## src/rtl/guard_reset_sequencer_if.sv

```systemverilog
// Control and status bundle between the guard reset sequencer and its
// environment (read/write guards, AXI isolation stage, interrupt logic).
//   enable_i, rd_reset_req_i, wr_reset_req_i, isolated_i, irq_clr_i : to sequencer
//   isolate_o, slv_rst_o, reset_clear_o, busy_o, irq_o,
//   cause_o[1:0], drain_timeout_o, reset_count_o[CntWidth-1:0]     : from sequencer
interface guard_reset_sequencer_if #(
  parameter int CntWidth = 8
);
  logic                enable_i;
  logic                rd_reset_req_i;
  logic                wr_reset_req_i;
  logic                isolated_i;
  logic                irq_clr_i;
  logic                isolate_o;
  logic                slv_rst_o;
  logic                reset_clear_o;
  logic                busy_o;
  logic                irq_o;
  logic [1:0]          cause_o;
  logic                drain_timeout_o;
  logic [CntWidth-1:0] reset_count_o;

  // Sequencer side.
  modport slave (
    input  enable_i, rd_reset_req_i, wr_reset_req_i, isolated_i, irq_clr_i,
    output isolate_o, slv_rst_o, reset_clear_o, busy_o, irq_o,
           cause_o, drain_timeout_o, reset_count_o
  );

  // Environment side.
  modport master (
    output enable_i, rd_reset_req_i, wr_reset_req_i, isolated_i, irq_clr_i,
    input  isolate_o, slv_rst_o, reset_clear_o, busy_o, irq_o,
           cause_o, drain_timeout_o, reset_count_o
  );
endinterface

```

## src/rtl/guard_reset_sequencer.sv

```systemverilog
// Guard reset sequencer: on a reset request from the read or write guard,
// isolates the slave from AXI traffic (waiting for drain up to DrainTimeout
// cycles), holds the slave in reset for RstCycles cycles, then pulses
// reset_clear_o for two cycles so both guards drop their latched requests.
// Ports:
//   clk_i  : clock, rising edge
//   rst_i  : asynchronous active-high reset
//   bus    : guard_reset_sequencer_if.slave (request/status bundle)
//
// state   | meaning
// --------+----------------------------------------------------------
// IDLE    | waiting for an enabled read/write reset request
// ISOLATE | new traffic blocked, waiting for isolated_i or drain timeout
// RESET   | slave held in reset for RstCycles cycles
// CLEAR   | 2-cycle reset_clear_o pulse to both guards
module guard_reset_sequencer #(
  parameter int RstCycles    = 16,
  parameter int DrainTimeout = 256,
  parameter int CntWidth     = 8
) (
  input  logic                    clk_i,
  input  logic                    rst_i,
  guard_reset_sequencer_if.slave  bus
);

  typedef enum logic [1:0] {
    ST_IDLE    = 2'd0,
    ST_ISOLATE = 2'd1,
    ST_RESET   = 2'd2,
    ST_CLEAR   = 2'd3
  } state_e;

  localparam logic [15:0] DrainLast = 16'(DrainTimeout - 1);
  localparam logic [15:0] RstLast   = 16'(RstCycles - 1);

  state_e              state_q, state_d;
  logic [15:0]         cnt_q, cnt_d;
  logic [1:0]          cause_q, cause_d;
  logic                dto_q, dto_d;
  logic                irq_q, irq_d;
  logic [CntWidth-1:0] rcnt_q, rcnt_d;

  always_ff @(posedge clk_i or posedge rst_i) begin
    if (rst_i) begin
      state_q <= ST_IDLE;
      cnt_q   <= '0;
      cause_q <= '0;
      dto_q   <= 1'b0;
      irq_q   <= 1'b0;
      rcnt_q  <= '0;
    end else begin
      state_q <= state_d;
      cnt_q   <= cnt_d;
      cause_q <= cause_d;
      dto_q   <= dto_d;
      irq_q   <= irq_d;
      rcnt_q  <= rcnt_d;
    end
  end

  always_comb begin
    state_d = state_q;
    cnt_d   = cnt_q;
    cause_d = cause_q;
    dto_d   = dto_q;
    irq_d   = irq_q;
    rcnt_d  = rcnt_q;

    // Clear first so that a set later in this block wins.
    if (bus.irq_clr_i) irq_d = 1'b0;

    unique case (state_q)
      ST_IDLE: begin
        if (bus.enable_i && (bus.rd_reset_req_i || bus.wr_reset_req_i)) begin
          state_d = ST_ISOLATE;
          cause_d = {bus.wr_reset_req_i, bus.rd_reset_req_i};
          cnt_d   = '0;
          dto_d   = 1'b0;
          irq_d   = 1'b1;
        end
      end
      ST_ISOLATE: begin
        if (bus.isolated_i || (cnt_q == DrainLast)) begin
          state_d = ST_RESET;
          cnt_d   = '0;
          if (!bus.isolated_i) dto_d = 1'b1;
          if (rcnt_q != '1) rcnt_d = rcnt_q + CntWidth'(1);
        end else begin
          cnt_d = cnt_q + 16'd1;
        end
      end
      ST_RESET: begin
        if (cnt_q == RstLast) begin
          state_d = ST_CLEAR;
          cnt_d   = '0;
        end else begin
          cnt_d = cnt_q + 16'd1;
        end
      end
      ST_CLEAR: begin
        if (cnt_q == 16'd1) begin
          state_d = ST_IDLE;
          cnt_d   = '0;
        end else begin
          cnt_d = cnt_q + 16'd1;
        end
      end
      default: begin
        state_d = ST_IDLE;
        cnt_d   = '0;
      end
    endcase
  end

  // Decoded from the registered state only; async reset clears them at once.
  assign bus.isolate_o       = (state_q != ST_IDLE);
  assign bus.busy_o          = (state_q != ST_IDLE);
  assign bus.slv_rst_o       = (state_q == ST_RESET);
  assign bus.reset_clear_o   = (state_q == ST_CLEAR);
  assign bus.irq_o           = irq_q;
  assign bus.cause_o         = cause_q;
  assign bus.drain_timeout_o = dto_q;
  assign bus.reset_count_o   = rcnt_q;

endmodule

```

## src/flat_wrapper.sv

```systemverilog
// flat-port wrapper written by rule: the top's interface ports become plain ports
module guard_reset_sequencer_flat 
#(
  parameter int RstCycles    = 16,
  parameter int DrainTimeout = 256,
  parameter int CntWidth     = 8
)
  (clk_i, rst_i, bus_enable_i, bus_rd_reset_req_i, bus_wr_reset_req_i, bus_isolated_i, bus_irq_clr_i, bus_isolate_o, bus_slv_rst_o, bus_reset_clear_o, bus_busy_o, bus_irq_o, bus_cause_o, bus_drain_timeout_o, bus_reset_count_o);
  guard_reset_sequencer_if #(.CntWidth(CntWidth)) bus_i ();
  input  logic clk_i;
  input  logic rst_i;
  input wire logic [$bits(bus_i.enable_i)-1:0] bus_enable_i;
  input wire logic [$bits(bus_i.rd_reset_req_i)-1:0] bus_rd_reset_req_i;
  input wire logic [$bits(bus_i.wr_reset_req_i)-1:0] bus_wr_reset_req_i;
  input wire logic [$bits(bus_i.isolated_i)-1:0] bus_isolated_i;
  input wire logic [$bits(bus_i.irq_clr_i)-1:0] bus_irq_clr_i;
  output wire logic [$bits(bus_i.isolate_o)-1:0] bus_isolate_o;
  output wire logic [$bits(bus_i.slv_rst_o)-1:0] bus_slv_rst_o;
  output wire logic [$bits(bus_i.reset_clear_o)-1:0] bus_reset_clear_o;
  output wire logic [$bits(bus_i.busy_o)-1:0] bus_busy_o;
  output wire logic [$bits(bus_i.irq_o)-1:0] bus_irq_o;
  output wire logic [$bits(bus_i.cause_o)-1:0] bus_cause_o;
  output wire logic [$bits(bus_i.drain_timeout_o)-1:0] bus_drain_timeout_o;
  output wire logic [$bits(bus_i.reset_count_o)-1:0] bus_reset_count_o;
  assign bus_i.enable_i = bus_enable_i;
  assign bus_i.rd_reset_req_i = bus_rd_reset_req_i;
  assign bus_i.wr_reset_req_i = bus_wr_reset_req_i;
  assign bus_i.isolated_i = bus_isolated_i;
  assign bus_i.irq_clr_i = bus_irq_clr_i;
  assign bus_isolate_o = bus_i.isolate_o;
  assign bus_slv_rst_o = bus_i.slv_rst_o;
  assign bus_reset_clear_o = bus_i.reset_clear_o;
  assign bus_busy_o = bus_i.busy_o;
  assign bus_irq_o = bus_i.irq_o;
  assign bus_cause_o = bus_i.cause_o;
  assign bus_drain_timeout_o = bus_i.drain_timeout_o;
  assign bus_reset_count_o = bus_i.reset_count_o;
  guard_reset_sequencer #(.RstCycles(RstCycles), .DrainTimeout(DrainTimeout), .CntWidth(CntWidth)) u_core (.clk_i(clk_i), .rst_i(rst_i), .bus(bus_i));
endmodule
```

## config.mk

```make
export PLATFORM = sky130hd
export DESIGN_NAME = guard_reset_sequencer_flat
export DESIGN_NICKNAME = d
export VERILOG_FILES = /design/src/rtl/guard_reset_sequencer_if.sv /design/src/rtl/guard_reset_sequencer.sv /design/src/flat_wrapper.sv
export SDC_FILE = /design/constraint.sdc
export NUM_CORES = 1
export LEC_CHECK = 0
export CORE_UTILIZATION = 46
export CTS_CLUSTER_SIZE = 12
export DETAILED_ROUTE_END_ITERATION = 10
export GPL_TIMING_DRIVEN = 0
export PLACE_DENSITY = 0.68
export SETUP_SLACK_MARGIN = 0.5
export SLEW_MARGIN = 10
export SYNTH_ARGS = -nofsm -noshare
export SYNTH_HDL_FRONTEND = slang
export SYNTH_SLANG_ARGS = --single-unit
```

## constraint.sdc

```tcl
create_clock -name clk_i -period 4.7 [get_ports clk_i]
set_input_delay 0.47 -clock clk_i [delete_from_list [all_inputs] [get_ports clk_i]]
set_output_delay 0.47 -clock clk_i [all_outputs]
set_load 0.02 [all_outputs]
```

==> results.cfg, run 1 <==
[logic_synthesis]
synth.most_common_cell = dfrtp_1
mappedNetlistArea_sq_um = 1853
netlist.top_cell.by_area = dfrtp_1
ys_seq_elements = 30
synth_top_area_share_pct = 40.51
syn_nets = 196
synth_flop_cell = dfrtp_1
synthTopCellsByCount = 30 x dfrtp_1, 14 x nor2_1, 13 x inv_1
synthCells = 181
synthArstFlopShare_pct = 100.0
synth_edf_count = 0
syn_area_per_cell_sq_um = 10.24
synth_area_leaders = dfrtp_1 41%, ha_1 5.4%, xnor2_1 4.7%
ys_warn_count = 0
ys_types = 47
yosysSeqAreaShare_pct = 40.51

[timing]
rsz0062_at_grt = no
min_period_ps = 2346
setup_viol = 0
fin_crit_sh_pct = 49.90
tns_ps = 0
finClkSkew_ps = 9.013
fmaxAchievable_ghz = 0.4263
tightest_slew_ps = 918.7
hold_viol = 0
slew_violations = 0
slew_headroom_pct = 37.17

[die]
fp-row-count = 22
initial_core_util_pct = 49.14
dieArea_sq_um = 4286
io_pins = 23
dieWidth_microns = 65.47
core_area_sq_um = 3771
die_y_microns = 65.47

[setup_path]
r2r_slack_ps = 2350
r2r-start = u_core.cnt_q[0]
r2r-end = u_core.cnt_q[14]
cp_max_fo = 10
end_kind = flip-flop
cp_data_required_time_ps = 4860
cp-start-kind = flip-flop
worstSetupPathType = reg2reg
arrival_ps = 2510
rr_worst_depth = 6

[cts]
clkTransAtPathRegs_ps = 60
cts.sink_count = 30
insertion_delay_ps = 280
root_buffer = clkbuf_8
cts_inserted_buffers = 5
cts_resized = 0
htree_levels = 2
cts_hold_buf = 0
postCtsSetupBuffers = 0
cts_buffer_depth = 2
cts_tree = yes

[power_and_ir_drop]
p_int_uw = 661.0
clkPwrFrac_pct = 17.3
pwr-share-comb_pct = 50.3
ir_worst_vdd_v = 0.0002676
switchingPower_uw = 437.3
p_sw_share_pct = 39.82
p_total_mw = 1.098
pwr-share-seq_pct = 32.4
p_per_area_nw_per_um2 = 497.0
p_leak_nw = 0.8980

[worst_hold_path]
min_to = u_core.bus.cause_o[0]
hp-class = reg2reg
worstHoldStart = u_core.bus.cause_o[0]
holdPathStages = 1

[routing]
drt_iter0_drc = 50
wl_per_cell_microns = 15.35
routed_wl_microns = 3960
drtAntennaViolNets = 0
dr.pass1.iters = 4
drc = 0
detail_route.vias_per_cell = 5.915
dr_total_vias = 1526

[outcome]
status = finished, final reports clean

[place]
post_dp_cell_area_sq_um = 2133
port_buffers = 22
hpwl_microns = 2864
place_inst = 251
gp_congestion = 0.8544

[grt]
grt_remaining_overflow = 0
grt_pass1_vias = 1549
grt_use_total_pct = 21.57
grt_max_degree = 31
antenna_found_initial = 0
grt_pass1_wl_microns = 6941

[finish]
design_area_sq_um = 2210
drive_gt1_share_pct = 14.29
layoutNonFillerInstCount = 258
insertedDiodeCount = 0
areaGrowthSynthToFinish_pct = 19.24
nets = 225

[flow_run]
maxCapViolations = 0
[power by group through the flow]
| stage | clock [mW] | sequential [mW] | combinational, mW |
|---|---|---|---|
| finish | 0.190 | 0.356 | 0.552 |
| global route | 0.206 | 0.366 | 0.602 |
| CTS | 0.197 | 0.356 | 0.557 |
| detailed placement | 0 | 0.359 | 0.554 |
| global placement | 0 | 0.356 | 0.541 |
| floorplan | 0 | 0.391 | 0.340 |
[worst max-delay path by stage]
stage | startpoint | endpoint | slack (ps)
floorplan | u_core.cnt_q[8] | u_core.state_q[1] | 2690
global placement | bus_rd_reset_req_i | u_core.state_q[1] | 2220
detailed placement | bus_rd_reset_req_i | u_core.cnt_q[13] | 2140
CTS | u_core.cnt_q[0] | u_core.cnt_q[14] | 2340
global route | u_core.cnt_q[0] | u_core.cnt_q[14] | 2210
finish | u_core.cnt_q[0] | u_core.cnt_q[14] | 2350
[worst max-delay path, stage by stage (launching register included)]
cell,delay [ps]
dfrtp_1,430
ha_1,240
and3_2,190
clkbuf_2,220
a41oi_4,210
a2111oi_4,700
o21ba_1,240
[layout by cell type, fill, tap and decap left out, types with 2 or more instances in the layout]
master / n
mux2_2: 4
a21oi_1: 9
and2_1: 2
nor4_4: 3
and3_1: 5
nor2_1: 14
o21ba_1: 2
and3_2: 2
clkbuf_8: 5
clkbuf_1: 4
dfrtp_1: 30
ha_1: 8
a31oi_1: 2
inv_1: 12
a2111oi_0: 4
a41oi_1: 8
nor3_1: 3
clkbuf_2: 2
o21ai_0: 4
xnor2_1: 10
nand3_1: 6
clkdlybuf4s50_1: 22
nand4_1: 8
a211oi_1: 4
or2b_2: 2
nand2_1: 9
o22ai_1: 3
[sequential cells by signal, indices dropped and copies added, names as in the netlist]
| register | flops |
|---|---|
| u_core.cnt_q | 16 |
| u_core.bus.reset_count_o | 8 |
| u_core.bus.cause_o | 2 |
| u_core.state_q | 2 |
| u_core.bus.drain_timeout_o | 1 |
| u_core.bus.irq_o | 1 |
[per-layer routing]
layer / vias to the layer above / global-route usage (%) / share of wire [%] / wire (microns)
met5: - / 0 / 0 / 0
met4: 0 / 7.609 / 1.4 / 57
met3: 7 / 6.076 / 5.7 / 226
met2: 50 / 37.11 / 50 / 1965
met1: 734 / 25.50 / 43 / 1710
li1: 735 / - / - / -
[layout make-up]
type / instances / area (sq um)
fill: 322 / 1562
multi-input combinational: 132 / 1017
sequential: 30 / 750.7
timing repair buffer: 22 / 220.2
clock buffer: 7 / 76.32
tap: 48 / 60.06
inverter: 13 / 48.80
buffer: 6 / 36.28
[cell families (layout without fill, tap and decap cells)]
group | Yosys count | count (layout) | synth area share [%]
AOI/OAI and AO/OA | 44 | 44 | 19.38
buffers and inverters | 19 | 48 | 4.592
and+or+nand+nor | 64 | 64 | 21.81
DFF | 30 | 30 | 40.51
xor gates and xnor gates | 10 | 10 | 4.726
muxes | 6 | 6 | 3.578
adders and majority gates | 8 | 8 | 5.402
[through the flow]
step	utilization, %	hold WS, ps	worst slack (ps)
2_1_floorplan	-	511.6	2693
3_3_place_gp	56.57	487.1	2217
3_5_place_dp	56.57	497.0	2136
4_1_cts	58.59	510.5	2339
5_1_grt	58.59	521.3	2214
6_report	58.59	509.6	2354
(Power assumes the default switching activity.)
==> run 2: changes to the inputs <==
==> constraint.sdc (replaced) <==
create_clock -name clk_i -period 2.34 [get_ports clk_i]
set_input_delay 0.234 -clock clk_i [delete_from_list [all_inputs] [get_ports clk_i]]
set_output_delay 0.234 -clock clk_i [all_outputs]
set_load 0.02 [all_outputs]
==> run 2 against run 1 <==
Register-to-register slack lost 2000 ps. First-iteration DRC count is 120% higher. Sequential cell count did not move. Clock power is 120% higher. Worst hold slack lost 110 ps. Sequential share of layout area is 4.7 points lower.
==> results.cfg, run 2 (synthesized netlist as in run 1, its figures left out) <==
[grt]
grt_remaining_overflow = 0
grt_pass1_wl_microns = 7879
grt_use_total_pct = 24.10
grt_max_degree = 31
antenna_found_initial = 0
grt_pass1_vias = 1704

[finish]
regMostFlops = u_core.cnt_q
drive_gt1_share_pct = 33.33
final_cell_mix = 26 x dfrtp_1, 18 x buf_4, 18 x clkdlybuf4s50_1, 14 x nor2_1
insertedDiodeCount = 0
nets = 247
areaGrowthSynthToFinish_pct = 39.16
largest_reg_flops = 16
layout_commonest_cell = dfrtp_1

[timing]
finClkSkew_ps = 8.296
timing.hold.ws_ps = 402.7
rsz0062_at_grt = yes
tightest_slew_ps = 1102
fmaxAchievable_ghz = 0.5028
hold_viol = 0
slew_headroom_pct = 26.06
min_period_ps = 1989
tns_ps = 0
fin_crit_sh_pct = 85.00
setup_viol = 0
slew_violations = 0

[power_and_ir_drop]
ir_worst_vdd_v = 0.0006576
p_total_mw = 2.556
p_per_area_nw_per_um2 = 991.2
p_leak_nw = 1.039

[setup_path]
r2r-end = u_core.cnt_q[10]
rr_worst_depth = 6
cp-start-kind = flip-flop
end_kind = flip-flop
r2r_slack_ps = 350
worstSetupPathType = reg2reg
cp_max_fo = 5
cp_data_required_time_ps = 2510
r2r-start = u_core.cnt_q[0]
arrival_ps = 2160

[cts]
root_buffer = clkbuf_8
cts_inserted_buffers = 5
htree_levels = 2
cts_hold_buf = 0
cts.sink_count = 30
cts_buffer_depth = 2
clkTransAtPathRegs_ps = 70
cts_tree = yes
insertion_delay_ps = 280

[routing]
routed_wl_microns = 5010
dr_total_vias = 1695
detail_route.vias_per_cell = 6.075
drt_iter0_drc = 109
dr.pass1.iters = 4
wl_per_cell_microns = 17.96
drtAntennaViolNets = 0
drc = 0

[place]
hpwl_microns = 2975
port_buffers = 22
gp_congestion = 0.8150

[die]
io_pins = 23
fp-row-count = 22
core_area_sq_um = 3771
initial_core_util_pct = 49.14
dieArea_sq_um = 4286
die_y_microns = 65.47
dieWidth_microns = 65.47

[worst_hold_path]
hp-class = in2async

[outcome]
status = finished, final reports clean

[flow_run]
maxCapViolations = 0
## run 2: cell type report
class | instances | area (sq um)
Fill cell | 258 | 1192
Multi-Input combinational cell | 132 | 1169
Sequential cell | 30 | 755.7
Buffer | 6 | 51.30
Clock buffer | 6 | 82.58
Tap cell | 48 | 60.06
Timing Repair Buffer | 44 | 411.6
Inverter | 13 | 48.80
## run 2: what timing repair did
action	CTS	global route
pin swaps	6	4
resized for setup	26	23
setup buffers	15	6
endpoints found under the setup margin	26	27
gates cloned	1	0
## run 2: through the flow
stage / cells / area (sq um) / setup WS [ps] / utilization (%)
after global routing: 279 / 2579 / 290.6 / 68.38
after global placement: 251 / 2141 / 100.6 / 56.77
final: 279 / 2579 / 351.1 / 68.38
after floorplan: 181 / 1861 / 366.4 / -
after CTS: 273 / 2449 / 455.0 / 64.93
after detailed placement: 251 / 2141 / 47.21 / 56.77
## run 2: critical path, stage by stage, from the launching register on
cell       delay [ps]
dfrtp_1           410
ha_2              200
buf_4             110
nand3_1           210
a2111oi_0         670
xnor2_1           200
nor2_1             60
## run 2: report_power, final
group	total, mW	internal, mW	switching (mW)
Combinational	1.42	0.689	0.734
Sequential	0.718	0.617	0.101
Clock	0.414	0.226	0.188
## run 2: worst max-delay path by stage
stage / start / end / slack (ps) / depth (start not counted)
final: u_core.cnt_q[0] / u_core.cnt_q[10] / 350 / 6
after detailed placement: u_core.cnt_q[5] / u_core.cnt_q[14] / 50 / 4
after CTS: u_core.state_q[1] / u_core.state_q[1] / 450 / 8
after floorplan: u_core.cnt_q[11] / u_core.state_q[1] / 370 / 4
after global placement: bus_rd_reset_req_i / u_core.state_q[1] / 100 / 6
after global routing: u_core.cnt_q[1] / u_core.cnt_q[10] / 290 / 6
## run 2: layer usage
layer | part of all wire (%) | wire [microns] | vias up | GRT usage, %
met5 | 0 | 0 | - | 0
met3 | 4.8 | 239 | 16 | 5.903
li1 | - | - | 776 | -
met4 | 2.2 | 108 | 0 | 6.793
met1 | 40 | 2002 | 840 | 28.73
met2 | 53 | 2660 | 63 | 42.65
==> run 3: changes to the inputs <==
==> constraint.sdc (replaced) <==
create_clock -name clk_i -period 1.85 [get_ports clk_i]
set_input_delay 0.185 -clock clk_i [delete_from_list [all_inputs] [get_ports clk_i]]
set_output_delay 0.185 -clock clk_i [all_outputs]
set_load 0.02 [all_outputs]
==> run 3 against run 2 <==
The flow now finishes with violations (setup timing). Register-to-register slack worse by 450 ps. Sequential cell count did not move. Clock-buffer cell count did not move. Critical endpoint is now u_core.cnt_q[13].
==> results.cfg, run 3 (synthesized netlist as in run 1, its figures left out) <==
[timing]
fmaxAchievable_ghz = 0.5124
tns_ps = -835.7
layout_setup_ws_ps = -101.4
rsz0062_at_grt = yes
timing.hold.ws_ps = 343.2
tightest_slew_ps = 729.4
finClkSkew_ps = 6.425
fin_crit_sh_pct = 105.5
slew_violations = 0
slew_headroom_pct = 51.25
hold_viol = 0
setup_viol = 16
min_period_ps = 1951

[routing]
drc = 0
detail_route.vias_per_cell = 6.085
routed_wl_microns = 5723
drt_iter0_drc = 151
dr.pass1.iters = 4
dr_total_vias = 1783
wl_per_cell_microns = 19.53
drtAntennaViolNets = 0

[finish]
areaGrowthSynthToFinish_pct = 52.53
insertedDiodeCount = 0
layoutNonFillerInstCount = 293
largest_reg_flops = 16
drive_gt1_share_pct = 43.67
nets = 260
regMostFlops = u_core.cnt_q
fillers = 231
final_cell_mix = 25 x dfrtp_1, 24 x buf_4, 17 x buf_6, 14 x nor2_1, 12 x dlygate4sd2_1
layout_commonest_cell = dfrtp_1

[setup_path]
cp_max_fo = 7
cp_slowest_cell = dfrtp_1
cp_data_required_time_ps = 2080
r2r-start = u_core.state_q[0]
worstPathCellList = inv_2, ha_2, or2b_2, a41oi_1, a2111oi_4, buf_6, o21ba_1
r2r-end = u_core.cnt_q[13]
cp-start-kind = flip-flop
arrival_ps = 2180
r2r_slack_ps = -100
worstSetupPathType = reg2reg
rr_worst_depth = 7
end_kind = flip-flop
slowest_delay_ps = 450

[grt]
grt_use_total_pct = 24.66
top_usage_layer = met2
antenna_found_initial = 0
grt_pass1_wl_microns = 7976
grtUsageMet3_pct = 5.035
grt_pass1_vias = 1682
grt_max_degree = 31
gr-usage-met2_pct = 42.27
use_met1_pct = 29.90
grt_remaining_overflow = 0

[cts]
clkTransAtPathRegs_ps = 70
htree_levels = 2
cts.sink_count = 30
cts_inserted_buffers = 5
cts_tree = yes
insertion_delay_ps = 290
cts_hold_buf = 0
root_buffer = clkbuf_8
cts_buffer_depth = 2

[place]
port_buffers = 22
hpwl_microns = 2970
place_ws_ps = -456.1
place_inst = 251
gp_congestion = 0.8284

[die]
dieArea_sq_um = 4286
die_y_microns = 65.47
dieWidth_microns = 65.47
initial_core_util_pct = 49.14
io_pins = 23
fp-row-count = 22
core_area_sq_um = 3771

[power_and_ir_drop]
p_leak_nw = 1.189
switchingPower_mw = 1.508
p_int_mw = 2.324
pwr-share-seq_pct = 24.1
pwr-share-comb_pct = 57.8
clkPwrFrac_pct = 18.1
ir_worst_vdd_v = 0.0008646
p_sw_share_pct = 39.35
p_total_mw = 3.833
p_per_area_nw_per_um2 = 1356

[outcome]
status = complete, but fails checks
violations = setup timing

[worst_hold_path]
hp-class = in2async

[flow_run]
maxCapViolations = 0
[run 3: cell types whose count changed in the layout (fill, tap and decap cells not counted), sizes merged]
cell | before | now
clkdlybuf4s50 | 18 | 6
dlygate4sd2 | 3 | 12
clkbuf | 9 | 8
bufinv | 0 | 1
clkinv | 1 | 0
buf | 25 | 43
dlymetal6s2s | 1 | 0
clkinvlp | 0 | 1
[run 3: timing repair]
| item | 4_1_cts | 5_1_grt |
|---|---|---|
| pin swaps | 10 | 19 |
| endpoints found under the hold margin | 0 | 0 |
| endpoints found under the setup margin | 46 | 33 |
| setup buffers | 20 | 14 |
| gates resized for setup | 71 | 39 |
| cloned | 1 | 0 |
[run 3: critical path: cells and delay by family (launching register included)]
kind	cells	cell delay, ps
and+or+nand+nor	1	290
adders and majority gates	1	250
DFF	1	450
buffers and inverters	2	280
AOI/OAI and AO/OA	3	630
[run 3: worst max path at each step]
stage / from / to / slack, ps
3_3_place_gp: u_core.cnt_q[12] / u_core.cnt_q[14] / -400
3_5_place_dp: u_core.cnt_q[12] / u_core.cnt_q[14] / -460
5_1_grt: u_core.state_q[0] / u_core.cnt_q[13] / -190
2_1_floorplan: u_core.cnt_q[11] / u_core.state_q[1] / -120
6_report: u_core.state_q[0] / u_core.cnt_q[13] / -100
4_1_cts: u_core.cnt_q[4] / u_core.state_q[0] / -60
[run 3: through the flow]
| stage | util, % | cell area, sq um |
|---|---|---|
| 3_5_place_dp | 57.17 | 2156 |
| 5_1_grt | 74.95 | 2826 |
| 2_1_floorplan | - | 1876 |
| 3_3_place_gp | 57.17 | 2156 |
| 4_1_cts | 67.32 | 2539 |
| 6_report | 74.95 | 2826 |
[run 3: power groups by stage]
| stage | clock [mW] | sequential [mW] | combinational (mW) |
|---|---|---|---|
| final | 0.692 | 0.925 | 2.22 |
| after floorplan | 0 | 0.997 | 0.901 |
| after global placement | 0 | 0.907 | 1.41 |
| after CTS | 0.691 | 0.898 | 1.88 |
| after global routing | 0.717 | 0.939 | 2.33 |
| after detailed placement | 0 | 0.919 | 1.47 |
[run 3: cell type report]
class / count / area, sq um / share of cell area (%)
plain buffers: 6 / 70.07 / 2.479
clock buffers: 6 / 82.58 / 2.922
clock inverters: 1 / 30.03 / 1.062
inverters: 13 / 55.05 / 1.948
multi-input cells: 132 / 1257 / 44.49
flip-flops and latches: 30 / 757.0 / 26.78
well taps: 48 / 60.06 / 2.125
repair buffers: 57 / 514.2 / 18.19
[run 3: routing by layer]
metal / share of wire, % / routed length [microns] / vias to the layer above
li1: - / - / 809
met1: 41 / 2321 / 881
met2: 51 / 2930 / 72
met3: 4.5 / 258 / 21
met4: 3.7 / 213 / 0
met5: 0 / 0 / -
